### src/rtl/ram_sc_be_ctrl.sv
// ram_sc_be_ctrl
// Sequencer and arbiter for one single-clock byte-enable block RAM that has
// one write port, one read port and a 1-cycle registered read.
//  - After reset it zero-fills every row, one row per cycle.
//  - It then shares the RAM write port between requesters A and B by round-robin.
//  - It gives one read requester a valid/ready request channel and a
//    1-cycle response channel.
//
// Ports (W = NUM_SPANS*SPAN_NBITS)
//   clk_in, reset_in            clock and synchronous active-high reset
//   initDone_out                high once the zero-fill sweep has completed
//   aValid_in/aReady_out/aAddr_in/aMask_in/aData_in   write requester A
//   bValid_in/bReady_out/bAddr_in/bMask_in/bData_in   write requester B
//   rdValid_in/rdReady_out/rdAddr_in                  read request channel
//   rspValid_out/rspData_out                          read response, no backpressure
//   ramWrMask_out/ramWrAddr_out/ramWrData_out         RAM write port
//   ramRdAddr_out/ramRdData_in                        RAM read port
//
// Optional feature, macro RAM_SC_BE_CTRL_STATS_EN:
//   aGrants_out, bGrants_out    saturating 16-bit counts of accepted writes

module ram_sc_be_ctrl #(
    parameter int ADDR_NBITS = 5,
    parameter int SPAN_NBITS = 8,
    parameter int NUM_SPANS  = 8
) (
    input  logic                            clk_in,
    input  logic                            reset_in,
    output logic                            initDone_out,
    input  logic                            aValid_in,
    output logic                            aReady_out,
    input  logic [ADDR_NBITS-1:0]           aAddr_in,
    input  logic [NUM_SPANS-1:0]            aMask_in,
    input  logic [NUM_SPANS*SPAN_NBITS-1:0] aData_in,
    input  logic                            bValid_in,
    output logic                            bReady_out,
    input  logic [ADDR_NBITS-1:0]           bAddr_in,
    input  logic [NUM_SPANS-1:0]            bMask_in,
    input  logic [NUM_SPANS*SPAN_NBITS-1:0] bData_in,
    input  logic                            rdValid_in,
    output logic                            rdReady_out,
    input  logic [ADDR_NBITS-1:0]           rdAddr_in,
    output logic                            rspValid_out,
    output logic [NUM_SPANS*SPAN_NBITS-1:0] rspData_out,
    output logic [NUM_SPANS-1:0]            ramWrMask_out,
    output logic [ADDR_NBITS-1:0]           ramWrAddr_out,
    output logic [NUM_SPANS*SPAN_NBITS-1:0] ramWrData_out,
    output logic [ADDR_NBITS-1:0]           ramRdAddr_out,
    input  logic [NUM_SPANS*SPAN_NBITS-1:0] ramRdData_in
`ifdef RAM_SC_BE_CTRL_STATS_EN
    ,
    output logic [15:0]                     aGrants_out,
    output logic [15:0]                     bGrants_out
`endif
);

    localparam int W = NUM_SPANS * SPAN_NBITS;
    localparam logic [ADDR_NBITS-1:0] LAST_ADDR = '1;
    localparam logic [ADDR_NBITS-1:0] ONE_ADDR  = {{(ADDR_NBITS-1){1'b0}}, 1'b1};

    typedef enum logic {
        S_INIT,
        S_RUN
    } state_t;

    state_t                state_q, state_d;
    logic [ADDR_NBITS-1:0] initAddr_q, initAddr_d;
    // 1 means B was granted last, so A wins the next tie.
    logic                  lastGrantB_q, lastGrantB_d;
    logic                  rspValid_q;
    // Last values driven onto the write port, replayed while nobody is granted
    // so the RAM address/data pins do not toggle needlessly.
    logic [ADDR_NBITS-1:0] holdAddr_q, holdAddr_d;
    logic [W-1:0]          holdData_q, holdData_d;
    logic                  grantA;
    logic                  grantB;

    // State, sweep pointer, arbitration history and held write-port values.
    always_ff @(posedge clk_in) begin
        if (reset_in) begin
            state_q      <= S_INIT;
            initAddr_q   <= '0;
            lastGrantB_q <= 1'b1;
            holdAddr_q   <= '0;
            holdData_q   <= '0;
        end else begin
            state_q      <= state_d;
            initAddr_q   <= initAddr_d;
            lastGrantB_q <= lastGrantB_d;
            holdAddr_q   <= holdAddr_d;
            holdData_q   <= holdData_d;
        end
    end

    // Next-state logic, write arbitration and RAM write-port mux.
    always_comb begin
        state_d       = state_q;
        initAddr_d    = initAddr_q;
        lastGrantB_d  = lastGrantB_q;
        grantA        = 1'b0;
        grantB        = 1'b0;
        rdReady_out   = 1'b0;
        ramWrMask_out = '0;
        ramWrAddr_out = holdAddr_q;
        ramWrData_out = holdData_q;

        unique case (state_q)
            S_INIT: begin
                ramWrMask_out = '1;
                ramWrAddr_out = initAddr_q;
                ramWrData_out = '0;
                // The pointer wraps back to 0 on the last row, leaving it
                // ready for a later sweep.
                initAddr_d    = initAddr_q + ONE_ADDR;
                if (initAddr_q == LAST_ADDR) begin
                    state_d = S_RUN;
                end
            end
            S_RUN: begin
                rdReady_out = 1'b1;
                // On a tie, the requester that was not granted last wins.
                if (aValid_in && (!bValid_in || lastGrantB_q)) begin
                    grantA = 1'b1;
                end else if (bValid_in) begin
                    grantB = 1'b1;
                end

                if (grantA) begin
                    ramWrMask_out = aMask_in;
                    ramWrAddr_out = aAddr_in;
                    ramWrData_out = aData_in;
                    lastGrantB_d  = 1'b0;
                end else if (grantB) begin
                    ramWrMask_out = bMask_in;
                    ramWrAddr_out = bAddr_in;
                    ramWrData_out = bData_in;
                    lastGrantB_d  = 1'b1;
                end
            end
            default: begin
                state_d = S_INIT;
            end
        endcase

        holdAddr_d = ramWrAddr_out;
        holdData_d = ramWrData_out;
    end

    // The response flag tracks an accepted read by one cycle, matching the
    // RAM's registered read. Reset drops any response still in flight.
    always_ff @(posedge clk_in) begin
        if (reset_in) begin
            rspValid_q <= 1'b0;
        end else begin
            rspValid_q <= rdValid_in & rdReady_out;
        end
    end

    assign initDone_out  = (state_q == S_RUN);
    assign aReady_out    = grantA;
    assign bReady_out    = grantB;
    assign ramRdAddr_out = rdAddr_in;
    assign rspValid_out  = rspValid_q;
    assign rspData_out   = ramRdData_in;

`ifdef RAM_SC_BE_CTRL_STATS_EN
    logic [15:0] aGrants_q;
    logic [15:0] bGrants_q;

    // Saturating per-requester counts of accepted writes. Grants never occur
    // during the sweep, so these counts cannot advance in S_INIT.
    always_ff @(posedge clk_in) begin
        if (reset_in) begin
            aGrants_q <= '0;
            bGrants_q <= '0;
        end else begin
            if (grantA && (aGrants_q != 16'hFFFF)) begin
                aGrants_q <= aGrants_q + 16'd1;
            end
            if (grantB && (bGrants_q != 16'hFFFF)) begin
                bGrants_q <= bGrants_q + 16'd1;
            end
        end
    end

    assign aGrants_out = aGrants_q;
    assign bGrants_out = bGrants_q;
`endif

endmodule

### config.mk
export PLATFORM = sky130hd
export DESIGN_NAME = ram_sc_be_ctrl
export DESIGN_NICKNAME = d
export VERILOG_FILES = /design/src/rtl/ram_sc_be_ctrl.sv
export SDC_FILE = /design/constraint.sdc
export NUM_CORES = 1
export LEC_CHECK = 0
export BUFFER_PORTS_ARGS = -buffer_cell sky130_fd_sc_hd__buf_2
export CORE_AREA = 2 2 149 151
export DETAILED_ROUTE_END_ITERATION = 7
export DIE_AREA = 0 0 151 153
export PLACE_DENSITY_LB_ADDON = 0.3
export SETUP_SLACK_MARGIN = 0.2
export SYNTH_ARGS = -nofsm -noshare
export SYNTH_HDL_FRONTEND = slang
export SYNTH_SLANG_ARGS = --single-unit
### constraint.sdc
create_clock -name clk_in -period 2.3 [get_ports clk_in]
set_input_delay 0.46 -clock clk_in [delete_from_list [all_inputs] [get_ports clk_in]]
set_output_delay 0.46 -clock clk_in [all_outputs]
set_load 0.1 [all_outputs]
==> impl_metrics.ini, run 1 <==
[yosys]
syn_area_sq_mm = 0.00530
synth_cell_type_count = 34
syn_nets = 890
synth_seq_cells = 77
synthCells = 660
ys_warn_count = 0
postSynthAreaPerCell_sq_um = 8.03
ys_seq_area_share_pct = 29.1

[run_status]
outcome = completed

[layout]
design_area_sq_mm = 0.00992
fillers = 2026
drive_above_1_share_pct = 66.8
area_growth_pct = 87.3
seq_area_sq_mm = 0.00155
fin_nets = 1093
multi_input_area_sq_mm = 0.00424

[global_routing]
grt_pass1_wl_mm = 31.1
grt-ovfl-total = 0
grt_max_degree = 38
grt_pass1_vias = 5540
grt_antenna_before_repair = 2
use_met3_pct = 4.39
grtUsageTotal_pct = 17.5
gr-max-usage-layer = met2
met2_usage_pct = 30.0
grt_util_met1_pct = 21.9

[hold_path]
min_to = rspValid_out
hold_class = in -> reg
min-delay-start = rdValid_in
hold_depth = 3

[power_and_ir_drop]
leakage_nw = 3.90
ir_worst_vdd_mv = 0.349
power_density_mw_per_mm2 = 390
power_mw = 3.87

[route]
ant_nets = 0
wl_per_cell_um = 18.0
wirelength_mm = 20.7
vias_per_cell = 4.90
drc = 0
route.vias.total = 5635
first_iter_violations = 226
first_pass_iters = 4

[worst_setup_path]
r2r_slack_ns = 0.79
reg2reg_from = lastGrantB_q
worstPathArrival_ns = 1.75
critical_path.endpoint_type = primary output
worstPathMaxFanout = 14
critPathLaunchType = flop
r2r-end = holdAddr_q[3]
worstPathRequired_ns = 1.84
r2r_cells = 5
crit_type = reg -> out

[timing]
worst_slew_pin_slew_ns = 0.484
rsz0062_at_grt = true
period_share_pct = 96.1
fin_hold_ws_ns = 0.326
drv_slew = 0
final_hold_viol_count = 0
setup_violations = 0
fin_crit_ns = 2.21
worst_clock_skew_ns = 0.00943
fmax_ghz = 0.452
slew_headroom_pct = 67.9
setup-tns-final_ns = 0

[cts]
clock_sinks = 77
max-clock-path-buffers = 2
insertion_delay_ns = 0.35
numCtsBuffers = 9
htreeDepth = 3
clock-root-buffer = clkbuf_16
clk_pin_slew_ns = 0.07
cts_tree = built
cts_hold_buf = 0

[flow_run]
drv_cap = 0

[floorplan]
initial_utilization_pct = 24.7
core-area_sq_mm = 0.0215
rows = 54
die_x_um = 151
fp.dieH_um = 153
dieArea_sq_mm = 0.0231
ioPinCount = 379

[place]
hpwl_mm = 14.0
postPlaceCellArea_sq_mm = 0.00874
port_buffers = 240
place_congestion = 0.782
## flip-flops by register name, indices dropped and copies added, names as in the netlist
register and cells:
holdAddr_q 5, holdData_q 64, initAddr_q 5, initDone_out 1, lastGrantB_q 1, rspValid_out 1
## worst max-delay path, stage by stage, from the launching register on
cell	delay (ns)
dfxtp_4	0.38
buf_8	0.15
a21boi_4	0.18
buf_12	0.17
a22oi_2	0.11
a31oi_4	0.20
buf_12	0.20
## power by group
group | total (mW) | leakage (nW) | internal [mW] | switching [mW]
Clock | 1.61 | 0.152 | 0.984 | 0.625
Combinational | 0.914 | 3.12 | 0.432 | 0.482
Sequential | 1.34 | 0.622 | 1.34 | 0.00636
Total | 3.87 | 3.90 | 2.75 | 1.11
## through the flow
| stage | std cells | worst slack [ns] | util [%] |
|---|---|---|---|
| after CTS | 1144 | 0.0722 | 44.9 |
| after floorplan | 660 | -0.0529 | - |
| final | 1149 | 0.0890 | 46.2 |
| after detailed placement | 1113 | -0.0867 | 40.7 |
| after global routing | 1148 | 0.0187 | 46.2 |
| after global placement | 1113 | -0.0890 | 40.7 |
## Yosys cell counts
master	count	area, sq um
nand2_1	14	52.6
nor2_1	73	274
nand2b_1	6	37.5
nand4b_1	1	8.76
clkbuf_1	22	82.6
nand2_4	1	11.3
and3_1	2	12.5
a211oi_1	6	45.0
a22oi_1	2	15.0
nor3_1	116	581
a21bo_1	1	10.0
a31oi_1	5	31.3
nor2b_1	4	25.0
dfxtp_1	77	1540
buf_4	76	571
inv_1	2	7.51
nand3b_1	58	435
nor3b_2	1	12.5
a32oi_1	14	123
xor2_1	2	17.5
o21ai_0	62	310
buf_6	11	124
mux2_2	58	653
mux2i_1	5	50.1
buf_2	16	80.1
ha_1	2	25.0
a21oi_1	7	35.0
nand3_1	2	10.0
xnor2_1	1	8.76
or2_2	3	18.8
a2111oi_2	3	45.0
a21boi_4	1	18.8
buf_1	4	15.0
o21ai_1	2	10.0
## layer usage
layer	up-vias	part of all wire (%)
li1	2703	-
met1	2680	42
met2	217	49
met3	33	7.3
met4	2	1.7
met5	-	0.063
## what timing repair did
item / in CTS / in global routing
setup endpoints to repair: 78 / 79
buffers inserted: 8 / 1
gates resized for setup: 73 / 44
pin swaps: 30 / 9
cloned: 7 / 3
## cell families after synthesis
family                     synth area share, %
DFF                                       29.1
muxes                                     13.3
and+or+nand+nor                           27.9
adders and majority gates                0.472
buffers and inverters                     16.6
AOI/OAI and AO/OA                         12.1
xor gates and xnor gates                 0.496
## how the worst max path moves through the flow
stage,from,end,slack (ns)
after global routing,lastGrantB_q,ramWrData_out[2],0.02
after detailed placement,aValid_in,ramWrData_out[50],-0.09
after CTS,lastGrantB_q,ramWrAddr_out[0],0.07
after floorplan,aValid_in,ramWrData_out[61],-0.05
final,lastGrantB_q,ramWrAddr_out[0],0.09
after global placement,aValid_in,ramWrAddr_out[0],-0.09
## final cells by class
class / instances / area share, %
Clock inverter: 5 / 0.845
Multi-Input combinational cell: 452 / 42.7
Clock buffer: 11 / 2.45
Inverter: 2 / 0.151
Sequential cell: 77 / 15.6
Timing Repair Buffer: 321 / 34.7
Tap cell: 280 / 3.53
Antenna cell: 1 / 0.0252
## cells in the final DEF (no fill, tap or decap), types with 21 or more instances in the layout
cell,Yosys,layout
buf_12,0,95
buf_2,16,160
buf_4,76,49
dfxtp_1,77,75
mux2_2,58,58
nand3b_1,58,58
nor2_1,73,29
nor2_2,0,21
nor2_4,0,23
nor3_1,116,58
nor3_4,0,58
o21ai_1,2,21
o21ai_2,0,33
No activity file was read; power rests on OpenSTA's default activity.
==> run 2, diff against run 1 <==
--- a/config.mk
+++ b/config.mk
@@ -10,7 +10,7 @@
 export DETAILED_ROUTE_END_ITERATION = 7
 export DIE_AREA = 0 0 151 153
 export PLACE_DENSITY_LB_ADDON = 0.3
-export SETUP_SLACK_MARGIN = 0.2
+export SETUP_SLACK_MARGIN = 0.1
 export SYNTH_ARGS = -nofsm -noshare
 export SYNTH_HDL_FRONTEND = slang
 export SYNTH_SLANG_ARGS = --single-unit
==> run 2 against run 1 <==
  * Sequential share of layout area rose by 0.25 points
  * Sequential power barely moved
  * Setup slack barely moved
  * Flip-flop and latch count did not move
  * Wire length fell by 3.6%
  * Register-to-register slack improved by 0.10 ns
  * Fmax barely moved
  * Total power fell by 6.8%
  * Largest cell class unchanged
  * Count of clock-buffer cells in the layout fell by 1
  * Die area did not move
  * Clock skew fell by 0.0024 ns
  * Cell count rose by 1.7%
==> impl_metrics.ini, run 2 (synthesis results as in run 1) <==
[worst_setup_path]
slowest_stage = dfxtp_4
worstPathArrival_ns = 1.75
critPathTopFamily = buffers and inverters
critPathLaunchType = flop
worstPathMaxFanout = 8
path_common_cell = buf_12
worstPathRequired_ns = 1.84
crit_chain = a21bo_4 -> buf_12 -> clkbuf_16 -> nor2_1 -> nor3_4 -> buf_12
critical_path.endpoint_type = primary output
crit_buf_inv = 3
crit_type = reg -> out
r2r_slack_ns = 0.89
slowest_delay_ns = 0.38

[layout]
largest_registers = holdData_q x64, holdAddr_q x5, initAddr_q x5
drive_above_1_share_pct = 67.0
final_cell_mix = buf_2 (159), buf_12 (95), buf_4 (77), dfxtp_1 (75)
fin_nets = 1113
num_antenna_cells = 0
area_growth_pct = 84.3
largest-register = holdData_q
layout_commonest_cell = buf_2
largest_reg_flops = 64
design_area_sq_mm = 0.00976

[route]
ant_nets = 0
first_pass_iters = 4
route.vias.total = 5587
first_iter_violations = 145
wirelength_mm = 19.9
vias_per_cell = 4.78
wl_per_cell_um = 17.0
drc = 0

[global_routing]
grt-ovfl-total = 0
grt_antenna_before_repair = 0
grtUsageTotal_pct = 16.2
grt_max_degree = 36
grt_pass1_vias = 5608
grt_pass1_wl_mm = 29.5

[run_status]
outcome = completed

[timing]
setup-tns-final_ns = 0
fmax_ghz = 0.452
period_share_pct = 96.1
fin_hold_ws_ns = 0.335
final_hold_viol_count = 0
drv_slew = 0
setup_violations = 0
rsz0062_at_grt = true
fin_crit_ns = 2.21
worst_slew_pin_slew_ns = 0.483
slew_headroom_pct = 68.0
worst_clock_skew_ns = 0.00703

[power_and_ir_drop]
p_switching_mw = 1.09
combPwrFrac_pct = 25.4
p_int_mw = 2.52
power_density_mw_per_mm2 = 369
power_mw = 3.60
switching_share_pct = 30.1
leakage_nw = 3.82
ir_worst_vdd_mv = 0.376
power.share.sequential_pct = 37.3
p_clk_share_pct = 37.3

[floorplan]
dieArea_sq_mm = 0.0231
rows = 54
die_x_um = 151
core-area_sq_mm = 0.0215
ioPinCount = 379
fp.dieH_um = 153
initial_utilization_pct = 24.7

[place]
postPlaceCellArea_sq_mm = 0.00888
hpwl_mm = 13.9
place_congestion = 0.737
port_buffers = 240

[cts]
clk_pin_slew_ns = 0.07
clock-root-buffer = clkbuf_16
max-clock-path-buffers = 2
cts_hold_buf = 0
cts_tree = built
insertion_delay_ns = 0.33
numCtsBuffers = 9
htreeDepth = 3
clock_sinks = 77

[flow_run]
drv_cap = 0

[hold_path]
hold_class = in -> reg
run 2: repair_timing:
action,CTS,global route
setup endpoints to repair,64,73
resized for setup,26,72
setup buffers,3,9
pin swaps,1,38
gates cloned,1,6
run 2: worst paths after layout:
path                                      from                end  depth (start not counted)
worst max-delay path              lastGrantB_q  ramWrData_out[21]                          6
worst min-delay path                rdValid_in       rspValid_out                          3
worst max register to register    lastGrantB_q     holdData_q[21]                          5
worst min register to register  holdData_q[28]     holdData_q[28]                          2
run 2: power by group through the flow:
stage | logic [mW] | clock network, mW | registers, mW
6_report | 0.915 | 1.34 | 1.34
5_1_grt | 0.986 | 1.46 | 1.34
2_1_floorplan | 1.03 | 0 | 1.37
3_3_place_gp | 0.786 | 0 | 1.38
3_5_place_dp | 0.794 | 0 | 1.38
4_1_cts | 0.822 | 1.40 | 1.34
run 2: worst register-to-register path, cell delays in order (launching register included):
cell and delay, ns:
dfxtp_4 0.38, a21bo_4 0.24, buf_12 0.15, clkbuf_16 0.18, nor2_1 0.23, nor3_1 0.10
run 2: per-stage QoR:
step,instances,util (%),worst slack [ns]
floorplan,660,-,-0.0819
global placement,1134,41.4,0.0120
detailed placement,1134,41.4,-0.0104
CTS,1154,43.3,0.0714
global route,1168,45.4,0.0241
finish,1168,45.4,0.0889
run 2: layout make-up:
cell class                      count  area [sq um]
Clock inverter                      6          38.8
Fill cell                        2036         11700
Inverter                            2          12.5
Timing Repair Buffer              341          3490
Multi-Input combinational cell    452          4090
Sequential cell                    77          1550
Tap cell                          280           350
Clock buffer                       10           229
run 2: per-layer routing:
layer  routed length (um)  part of all wire (%)  track usage (%)  vias up
li1                     -                     -                -     2738
met1                 8210                    41             19.3     2640
met2                10200                    51             29.0      180
met3                 1260                   6.3             4.03       29
met4                  278                   1.4             4.09        0
met5                    0                     0                0        -
